--- config.mk ---
export PLATFORM = sky130hd
export DESIGN_NAME = fpga_ps_cfg_rx
export DESIGN_NICKNAME = d
export VERILOG_FILES = /design/src/rtl/fpga_ps_cfg_rx.sv
export SDC_FILE = /design/constraint.sdc
export NUM_CORES = 1
export LEC_CHECK = 0
export BUFFER_PORTS_ARGS = -buffer_cell sky130_fd_sc_hd__buf_4
export CELL_PAD_IN_SITES_DETAIL_PLACEMENT = 0
export CELL_PAD_IN_SITES_GLOBAL_PLACEMENT = 1
export CORE_MARGIN = 2
export CORE_UTILIZATION = 49
export CTS_BUF_LIST = sky130_fd_sc_hd__clkbuf_4 sky130_fd_sc_hd__clkbuf_8
export DETAILED_ROUTE_END_ITERATION = 12
export GPL_TIMING_DRIVEN = 0
export HOLD_SLACK_MARGIN = 0.08
export PLACE_DENSITY_LB_ADDON = 0.05
export SLEW_MARGIN = 20
export SYNTH_ARGS = -nofsm -noshare
export SYNTH_HDL_FRONTEND = slang
export SYNTH_SLANG_ARGS = --single-unit
--- constraint.sdc ---
create_clock -name clk -period 3.4 [get_ports clk]
set_clock_uncertainty 0.15 [all_clocks]
set_input_delay 0.34 -clock clk [delete_from_list [all_inputs] [get_ports clk]]
set_output_delay 0.34 -clock clk [all_outputs]
set_load 0.05 [all_outputs]
--- src/rtl/fpga_ps_cfg_rx.sv ---
// Passive-serial configuration target: assembles the image shifted in on dclk/data0 and reports
// status_n/conf_done/init_done to the master. Define CFG_RX_CHECKSUM_EN to verify a trailing checksum byte.
module fpga_ps_cfg_rx #(
   parameter int IMAGE_BYTES = 16,
   parameter int RST_DLY     = 8,
   parameter int INIT_CLKS   = 10,
   localparam int CW         = $clog2(IMAGE_BYTES + 1)
) (
   input  logic          clk,
   input  logic          rst,
   input  logic          config_n,
   input  logic          dclk,
   input  logic          data0,
   output logic          status_n,
   output logic          conf_done,
   output logic          init_done,
   output logic [7:0]    cfg_byte,
   output logic          cfg_stb,
   output logic [CW-1:0] byte_cnt,
   output logic          cfg_err
);
   localparam int DW = (RST_DLY > 1) ? $clog2(RST_DLY) : 1;
   localparam int IW = (INIT_CLKS > 1) ? $clog2(INIT_CLKS) : 1;

   localparam logic [2:0] ST_RESET = 3'd0;
   localparam logic [2:0] ST_WAIT  = 3'd1;
   localparam logic [2:0] ST_LOAD  = 3'd2;
   localparam logic [2:0] ST_INIT  = 3'd3;
   localparam logic [2:0] ST_USER  = 3'd4;
`ifdef CFG_RX_CHECKSUM_EN
   localparam logic [2:0] ST_ERROR = 3'd5;
`endif

   logic          config_n_s1, config_n_s;
   logic          dclk_s1, dclk_s2;
   logic          data0_s1, data0_s;
   logic          dclk_rise;
   logic [2:0]    state;
   logic [2:0]    bit_cnt;
   logic [6:0]    shreg;
   logic [7:0]    asm_byte;
   logic [DW-1:0] dly;
   logic [IW-1:0] init_cnt;
   logic          last_byte;

`ifdef CFG_RX_CHECKSUM_EN
   logic [7:0]    sum;
   logic          err_q;
   assign cfg_err = err_q;
`else
   assign cfg_err = 1'b0;
`endif

   assign dclk_rise = dclk_s1 & ~dclk_s2;
   // The incoming bit lands in bit7, so after eight shifts the first bit sits in bit0.
   assign asm_byte  = {data0_s, shreg};
   assign last_byte = (byte_cnt == CW'(IMAGE_BYTES - 1));

   always_ff @(posedge clk) begin
      if (rst) begin
         config_n_s1 <= 1'b0;
         config_n_s  <= 1'b0;
         dclk_s1     <= 1'b0;
         dclk_s2     <= 1'b0;
         data0_s1    <= 1'b0;
         data0_s     <= 1'b0;
         state       <= ST_RESET;
         status_n    <= 1'b0;
         conf_done   <= 1'b0;
         init_done   <= 1'b0;
         cfg_byte    <= 8'd0;
         cfg_stb     <= 1'b0;
         byte_cnt    <= '0;
         bit_cnt     <= 3'd0;
         shreg       <= 7'd0;
         dly         <= '0;
         init_cnt    <= '0;
`ifdef CFG_RX_CHECKSUM_EN
         sum         <= 8'd0;
         err_q       <= 1'b0;
`endif
      end else begin
         config_n_s1 <= config_n;
         config_n_s  <= config_n_s1;
         dclk_s1     <= dclk;
         dclk_s2     <= dclk_s1;
         data0_s1    <= data0;
         data0_s     <= data0_s1;
         cfg_stb     <= 1'b0;
         // A low config_n restarts configuration from any state and wins over a same-cycle dclk rise.
         if (!config_n_s) begin
            state     <= ST_RESET;
            status_n  <= 1'b0;
            conf_done <= 1'b0;
            init_done <= 1'b0;
            cfg_byte  <= 8'd0;
            byte_cnt  <= '0;
            bit_cnt   <= 3'd0;
            shreg     <= 7'd0;
            dly       <= '0;
            init_cnt  <= '0;
`ifdef CFG_RX_CHECKSUM_EN
            sum       <= 8'd0;
            err_q     <= 1'b0;
`endif
         end else begin
            case (state)
               ST_RESET: begin
                  status_n <= 1'b0;
                  dly      <= DW'(RST_DLY - 1);
                  state    <= ST_WAIT;
               end
               ST_WAIT: begin
                  if (dly == '0) begin
                     status_n <= 1'b1;
                     state    <= ST_LOAD;
                  end else begin
                     dly <= dly - DW'(1);
                  end
               end
               ST_LOAD: begin
                  if (dclk_rise) begin
                     shreg   <= asm_byte[7:1];
                     bit_cnt <= bit_cnt + 3'd1;
                     if (bit_cnt == 3'd7) begin
                        cfg_byte <= asm_byte;
                        cfg_stb  <= 1'b1;
                        byte_cnt <= byte_cnt + CW'(1);
                        if (last_byte) begin
`ifdef CFG_RX_CHECKSUM_EN
                           if (asm_byte == sum) begin
                              conf_done <= 1'b1;
                              init_cnt  <= '0;
                              state     <= ST_INIT;
                           end else begin
                              state <= ST_ERROR;
                           end
`else
                           conf_done <= 1'b1;
                           init_cnt  <= '0;
                           state     <= ST_INIT;
`endif
                        end
`ifdef CFG_RX_CHECKSUM_EN
                        if (!last_byte) begin
                           sum <= sum + asm_byte;
                        end
`endif
                     end
                  end
               end
               ST_INIT: begin
                  if (dclk_rise) begin
                     if (init_cnt == IW'(INIT_CLKS - 1)) begin
                        init_done <= 1'b1;
                        state     <= ST_USER;
                     end else begin
                        init_cnt <= init_cnt + IW'(1);
                     end
                  end
               end
               ST_USER: begin
               end
`ifdef CFG_RX_CHECKSUM_EN
               ST_ERROR: begin
                  status_n  <= 1'b0;
                  conf_done <= 1'b0;
                  err_q     <= 1'b1;
               end
`endif
               default: state <= ST_RESET;
            endcase
         end
      end
   end
endmodule

# Word-level counts from Yosys, hierarchy flattened

Index checks and enable logic that the tools add are counted.

Register bits: 43
Latch bits: 0
RAM bits: 0
ROM bits: 0
Input bits: 5
Word-level logic and storage cells: 74
Memories: 0

Add/subtract/negate cells: 4
Multipliers: 0
Div/mod/pow operators: 0
Order comparisons: 0
Eq/ne operators: 15
Shift-type cells: 0
Multiplexer cells: 18
Bitwise operators: 6
Reduce and logical (&&, ||, !) cells: 14

Operators with widths:

| kind                  | count |
|---|---|
| $mux W3               | 7 |
| $mux W4               | 5 |
| $ne A2 B2 Y1 const B  | 8 |
| $pmux W3 S5           | 1 |
| $pmux W4 S2           | 1 |
| $reduce_and A7 Y1     | 1 |
| $eq A3 B2 Y1 const B  | 2 |
| $eq A3 B3 Y1 const B  | 2 |
| $logic_not A3 Y1      | 2 |
| $pmux W3 S2           | 1 |
| $reduce_and A2 Y1     | 3 |
| $reduce_and A3 Y1     | 2 |
| $reduce_and A6 Y1     | 1 |
| $add A5 B1 Y5 const B | 1 |
| $eq A5 B4 Y1 const B  | 1 |
| $not A1 Y1            | 5 |
| $add A4 B1 Y4 const B | 1 |
| $eq A4 B4 Y1 const B  | 1 |
| $reduce_and A4 Y1     | 1 |
| $reduce_bool A2 Y1    | 2 |
| $reduce_or A4 Y1      | 1 |
| $add A3 B1 Y3 const B | 1 |
| $eq A3 B1 Y1 const B  | 1 |
| $sub A3 B1 Y3 const B | 1 |
| 4 further kinds       | 5 |

# Longest topological paths before layout

Gate-level depths: netlist of the first run.

Depth in word-level cells: 5
Mapped depth: 7
Mapped depth without buffers: 7

# Worst setup path before layout of the first run

No wires, ideal clock.

Path kind: register to register
Start point: register byte_cnt[0]
End point: register state[0]
Library setup time: 0.103 ns
Arrival: 2.045 ns
Data required time: 3.147 ns
Slack: 1.102 ns
Stages on the path, launching flop included: 8
Buffers on the path: 0
Period minus slack after synthesis: 2.298 ns
Path through: dfxtp_1 ha_1 and3_1 ha_1 a21oi_1 or3b_4 o21ai_0 a2111oi_2

Cells in the longest elaborated chain, start to end: 3

RTL lines:

| element                            | RTL line | text |
|---|---|---|
| start, declared                    | 19       | `output logic [CW-1:0] byte_cnt,` |
| start signal, assigned             | 128      | `byte_cnt <= byte_cnt + CW'(1);` |
| $eq A5 B4 Y1                       | 57       | `assign last_byte = (byte_cnt == CW'(IMAGE_BYTES - 1));` |
| $ne A2 B2 Y1 (no source line)      | -        |  |
| $reduce_and A7 Y1 (no source line) | -        |  |
| end signal, assigned               | 67       | `state <= ST_RESET;` |
| end signal, assigned               | 92       | `state <= ST_RESET;` |
| end signal, assigned               | 111      | `state <= ST_WAIT;` |
| end, declared                      | 38       | `logic [2:0] state;` |

Every way passes these cells.
A chain may end at the register's enable or synchronous reset.

# Final worst setup path of the first run

Same ends and word-level chain as after synthesis.

==> results of run 1 <==
-- flip-flops by register name, indices dropped and copies added (netlist names) --
name and cells:
dly 3, config_n_s 1, dclk_s2 1, cfg_byte 8, conf_done 1, byte_cnt 5
shreg 7, bit_cnt 3, config_n_s1 1, init_done 1, data0_s1 1, data0_s 1
dclk_s1 1, init_cnt 4, cfg_stb 1, state 3, status_n 1
-- worst register-to-register path: stages (launching register included) --
cell       delay, ns
dfxtp_1         0.37
ha_1            0.22
and3_1          0.19
ha_1            0.19
a21oi_1         0.34
or3b_4          0.22
o21ai_0         0.10
a2111oi_2       0.35
-- routing by layer --
metal / vias up / part of all wire
met2: 28 / 0.44
met4: 0 / 0.017
met5: - / 0
met1: 616 / 0.50
li1: 705 / -
met3: 7 / 0.047
-- metrics by stage --
step                hold slack [ns]  area [um^2]
CTS                          0.3042         2133
global placement             0.2705         2007
global route                 0.3205         2133
floorplan                    0.2616         1792
detailed placement           0.2745         2007
finish                       0.3000         2133
-- placed cells by master, fill, tap and decap left out, drive strengths merged, types with 4 or more instances in the layout --
| cell type | count |
|---|---|
| dfxtp | 43 |
| buf | 27 |
| nor2 | 22 |
| a21oi | 15 |
| nand2 | 12 |
| nand3 | 11 |
| mux2i | 10 |
| clkbuf | 10 |
| nor2b | 8 |
| ha | 8 |
| inv | 5 |
| nor3b | 5 |
| o21ai | 5 |
| dlygate4sd3 | 4 |
-- how the worst max path moves through the flow --
| stage | endpoint | cells past startpoint |
|---|---|---|
| 4_1_cts | state[0] | 7 |
| 6_report | state[0] | 7 |
| 3_5_place_dp | state[0] | 7 |
| 2_1_floorplan | state[0] | 7 |
| 3_3_place_gp | state[0] | 7 |
| 5_1_grt | state[0] | 7 |
-- power by group through the flow --
stage	Sequential (uW)	Combinational, uW	Clock (uW)
finish	511	29.9	334
detailed placement	522	26.2	0
floorplan	522	17.9	0
global placement	522	25.1	0
global route	512	33.4	368
CTS	511	30.1	342
-- cell type report --
| cell class | count | share of cell area |
|---|---|---|
| Sequential cell | 43 | 0.4035 |
| Multi-Input combinational cell | 128 | 0.4023 |
| Timing Repair Buffer | 25 | 0.09267 |
| Tap cell | 46 | 0.02698 |
| Buffer | 10 | 0.02522 |
| Clock buffer | 6 | 0.02405 |
| Clock inverter | 2 | 0.01642 |
| Inverter | 5 | 0.008798 |
-- logic make-up after synthesis --
family / share of synthesized area
buf+inv: 0.04050
fa+ha+maj: 0.05587
xor+xnor: 0.01467
other cells: 0.002093
flops: 0.4804
simple gates: 0.2367
compound gates: 0.1138
mux: 0.05587
==> summary.txt, run 1 <==
Status -> finished clean
Layout cells sized above 1 -> 0.1826
Post-CTS sizing -> 0
Synth async-reset ratio -> 0
Reg clk slew, reported paths -> 0.12 ns
Setup WS pre-CTS -> 1.238 ns
Post-synth top cells -> dfxtp_1 (43), nor2_1 (21), a21oi_1 (15), nand2_1 (12), nand3_1 (11)
Crit path DAT -> 2.32 ns
DRT Pass-1 Iters -> 4
Critical path startpoint -> byte_cnt[0]
Min-delay src -> data0_s1
Synthesis Warnings -> 0
Synth area leader -> dfxtp_1
Die height -> 64.47 um
Final worst-path setup slack -> 1.197 ns
Met2 Usage GRT -> 0.2917
Vias per cell -> 5.117
Num CTS Buffers -> 5
P_sw -> 179.1 uW
Initial detailed-routing violation count -> 48
Unrepaired setup endpoints after global routing -> false
GR Util met1 -> 0.2327
CTS Sinks -> 43
Post-route setup TNS -> 0 ns
Final Max Slew Viols -> 0
Kind of capture point of the worst setup path -> register
Gr busiest metal -> met2
Critical path required time -> 3.52 ns
Crit share post-route -> 0.6479
Area Overhead vs Synth -> 19.06%
Core Footprint -> 3416 um^2
Filler Cell Count -> 316
Inst Count DP -> 253
Internal power -> 695.5 uW
Post-synth cell types -> 42
Clk_lat worst skew -> 0.35 ns
Reg-to-Reg Start -> byte_cnt[0]
CTS tree -> done
Synthesized area -> 1792 um^2
GRT Resource Usage Total -> 0.1833
Cell count after synthesis -> 186
Family with the most delay on the worst path -> compound AO/OA/AOI/OAI gates
Initial Utilization -> 0.5245
Avg WL per Cell -> 12.57 um
Cell Count, Final, Fillers Out -> 265
Comb pwr share -> 0.034
Max FO, Critical Path -> 4
Fin crit period -> 2.203 ns
Post-synth EDFFs -> 0
Post-DRT Antenna Nets -> 0
Sequential power share -> 0.584
Ys flop type -> dfxtp_1
Power Total -> 874.6 uW
Worst Hold Path EP -> data0_s
# H-tree levels -> 2
# port buffers -> 21
CTS max path bufs -> 2
CP startpoint kind -> register
Peak VDD IR -> 0.2576 mV
CP most frequent cell -> ha_1
Final WL -> 3332 um
# rows -> 21
Hold crit path type -> reg2reg
Seq/Total Area, Yosys -> 0.4804
Final Util -> 0.6245
CP Cell Sequence -> ha_1, and3_1, ha_1, a21oi_1, or3b_4, o21ai_0, a2111oi_2
Yosys reg bits -> 43
Multi-input gate area -> 858.3 um^2
Vias in the first global route -> 1307
Switching Fraction -> 0.2048
Hold Path Depth -> 1
N_diodes -> 0
Initial antenna violation count -> 0
RR Endpoint -> state[0]
Critical path's largest stage delay -> 0.37 ns
Final Hold Fails -> 0
Total setup buffers inserted after CTS -> 0
MaxCap Viol Count -> 0
Pleak -> 0.0007731 uW
Clock share of power -> 0.381
Nets -> 231
Reg area -> 860.8 um^2
# hold bufs at CTS -> 4
CP max-delay cell -> dfxtp_1
Area contributors post-synth -> dfxtp_1 (48%), ha_1 (5.6%), mux2i_1 (5.6%), nor2_1 (4.4%), a21oi_1 (4.2%)
Cell count of the worst reg-to-reg path -> 7
Global routing usage on met3 -> 0.05729
Die Width -> 64.47 um
First-pass GRT wire length -> 5768 um
Die area -> 4156 um^2
Synth top area share -> 0.4804
CTS Root Cell -> clkbuf_4
Peak Freq -> 453.9 MHz
WS Path Type -> reg2reg
Top-Level Pins -> 23
Synth Net Count -> 199
HPWL after detailed placement -> 2396 um
Crit path buffers/inverters -> 0
Count leader, synth -> dfxtp_1
R2R Setup Slk -> 1.20 ns
Routed via count -> 1356
Syn avg cell area -> 9.633 um^2
Cell area power density -> 410.0 nW/um^2
Final setup violation count -> 0
DR DRC count -> 0
Largest net degree at the start of global routing -> 14
GPL Wtd Cong -> 0.7931
Grt total ovfl -> 0
Note: power is estimated with default switching activity, not from simulation.
==> inputs of run 2 (changes only) <==
--- a/config.mk
+++ b/config.mk
@@ -9,7 +9,7 @@
 export CELL_PAD_IN_SITES_DETAIL_PLACEMENT = 0
 export CELL_PAD_IN_SITES_GLOBAL_PLACEMENT = 1
 export CORE_MARGIN = 2
-export CORE_UTILIZATION = 49
+export CORE_UTILIZATION = 41
 export CTS_BUF_LIST = sky130_fd_sc_hd__clkbuf_4 sky130_fd_sc_hd__clkbuf_8
 export DETAILED_ROUTE_END_ITERATION = 12
 export GPL_TIMING_DRIVEN = 0
==> constraint.sdc (replaced) <==
create_clock -name clk -period 1.9 [get_ports clk]
set_clock_uncertainty 0.15 [all_clocks]
set_input_delay 0.19 -clock clk [delete_from_list [all_inputs] [get_ports clk]]
set_output_delay 0.19 -clock clk [all_outputs]
set_load 0.05 [all_outputs]
==> run 2 against run 1 <==
Worst hold slack got worse by 0.0090 ns. Non-clock buffer count rose by 9. Sequential power rose by 78%. Utilization fell by 8.9 points. First-iteration DRC count rose by 23%. Critical path type unchanged. Largest cell class is now multi-input gates.
==> summary.txt, run 2 (synthesized netlist as in run 1, its figures left out) <==
Reg clk slew, reported paths -> 0.08 ns (-0.04 ns)
Num CTS Buffers -> 5 (unchanged)
Kind of capture point of the worst setup path -> register
Avg WL per Cell -> 12.24 um (-2.7%)
CP most frequent cell -> ha_4
Top-Level Pins -> 23 (unchanged)
RR Endpoint -> init_cnt[1]
Critical path required time -> 1.91 ns (-1.61 ns)
N_diodes -> 0 (unchanged)
Core Footprint -> 4294 um^2 (+26%)
Crit share post-route -> 0.9764 (+0.3285)
CP max-delay cell -> dfxtp_4
Critical path's largest stage delay -> 0.37 ns (about the same)
# port buffers -> 21 (unchanged)
Peak Freq -> 539.0 MHz (+19%)
Clk_lat worst skew -> 0.29 ns (-0.06 ns)
Cell count of the worst reg-to-reg path -> 8 (+1)
Nets -> 240 (+3.9%)
Commonest non-fill, non-tap cells in the layout -> dfxtp_1 (38), buf_4 (29), nor2_1 (21)
Vias per cell -> 4.864 (-4.9%)
Number of flip-flops under the largest register name -> 8 (unchanged)
Routed via count -> 1362 (+0.44%)
Largest Register -> cfg_byte
Min-delay src -> data0_s1
Die height -> 70.11 um (+8.7%)
Die Width -> 70.11 um (+8.7%)
Initial Utilization -> 0.4172 (-0.1073)
Final Hold Fails -> 0 (unchanged)
Commonest non-fill, non-tap cell in the layout -> dfxtp_1
Final Max Slew Viols -> 0 (unchanged)
CP startpoint kind -> register
Reg-to-Reg Start -> byte_cnt[0]
Cell area power density -> 668.1 nW/um^2 (+63%)
Hold crit path type -> reg2reg
CTS tree -> done
CP Cell Sequence -> ha_4, and3_4, ha_4, a21oi_4, nor4_4, buf_4, mux2i_1, nor2_1
GPL Wtd Cong -> 0.7081 (-11%)
Die area -> 4915 um^2 (+18%)
# H-tree levels -> 2 (unchanged)
DR DRC count -> 0 (unchanged)
CTS Sinks -> 43 (unchanged)
WS Path Type -> reg2reg
Vias in the first global route -> 1292 (-1.1%)
Power Total -> 1537 uW (+76%)
Initial detailed-routing violation count -> 59 (+23%)
Hold Path Depth -> 1 (unchanged)
DRT Pass-1 Iters -> 4 (unchanged)
Final Util -> 0.5355 (-0.08899)
Status -> finished clean
Largest net degree at the start of global routing -> 14 (unchanged)
Grt total ovfl -> 0 (unchanged)
Fin crit period -> 1.855 ns (-0.3478 ns)
CTS max path bufs -> 2 (unchanged)
HPWL after detailed placement -> 2442 um (+1.9%)
Layout cells sized above 1 -> 0.2675 (+0.08490)
Initial antenna violation count -> 0 (unchanged)
CTS Root Cell -> clkbuf_8
Max FO, Critical Path -> 3 (-1)
# rows -> 24 (+14%)
Pleak -> 0.0008251 uW (+6.7%)
MaxCap Viol Count -> 0 (unchanged)
Peak VDD IR -> 0.3545 mV (+38%)
First-pass GRT wire length -> 5968 um (+3.5%)
Worst Hold Path EP -> data0_s
R2R Setup Slk -> 0.04 ns (-1.15 ns)
Post-DRT Antenna Nets -> 0 (unchanged)
Area Overhead vs Synth -> 28.35%
Final setup violation count -> 0 (unchanged)
Crit path DAT -> 1.87 ns (-0.45 ns)
Final WL -> 3426 um (+2.8%)
GRT Resource Usage Total -> 0.1540 (-0.02929)
Post-route setup TNS -> 0 ns (unchanged)
Registers with the highest flip-flop counts -> cfg_byte x8, shreg x7, byte_cnt x5
[run 2: final cells by class]
class | instances | area, um^2
buffer | 10 | 57.56
clock buffer | 6 | 76.32
clock inverter | 2 | 12.51
fill | 406 | 1994
inverter | 5 | 18.77
multi-input combinational | 128 | 923.4
sequential | 43 | 872.1
tap | 52 | 65.06
timing repair buffer | 34 | 274.0
[run 2: timing repair]
item | 4_1_cts | 5_1_grt
setup buffers | 4 | 3
pin swaps | 3 | 4
gates resized for setup | 6 | 10
hold endpoints to repair | 6 | 0
hold buffers | 6 | 0
setup endpoints to repair | 5 | 24
[run 2: critical path, delay by kind of cell (launching register included)]
kind	cells	cell delay, ns
muxes	1	0.19
and+or+nand+nor	3	0.51
buffers and inverters	1	0.18
DFF	1	0.37
AOI/OAI and AO/OA	1	0.06
adders and majority gates	2	0.27
[run 2: per-layer routing]
metal | wire [um] | GRT usage
met1 | 1718 | 0.2094
met2 | 1482 | 0.2296
met4 | 50 | 0.04701
met3 | 175 | 0.05483
met5 | 0 | 0
[run 2: power breakdown]
group          leakage [uW]  switching, uW  internal (uW)
clock network     0.0000446            298            271
logic              0.000430           29.1           27.1
registers          0.000351           5.23            906
[run 2: metrics by stage]
step	worst slack [ns]	hold slack, ns	instance area (um^2)	instances
detailed placement	-0.09617	0.2567	2031	259
finish	0.04487	0.2909	2300	280
global placement	-0.07652	0.2512	2031	259
CTS	0.002780	0.2930	2242	277
global route	-0.02269	0.3053	2300	280
floorplan	-0.04960	0.1116	1808	186
[run 2: how the worst max path moves through the flow]
stage	start	to	slack [ns]	cells after the start
after global routing	byte_cnt[0]	init_cnt[1]	-0.02	8
after floorplan	byte_cnt[0]	state[0]	-0.05	7
after detailed placement	byte_cnt[0]	state[0]	-0.1	7
after global placement	byte_cnt[0]	state[0]	-0.08	7
final	byte_cnt[0]	init_cnt[1]	0.04	8
after CTS	byte_cnt[0]	state[2]	0.003	8
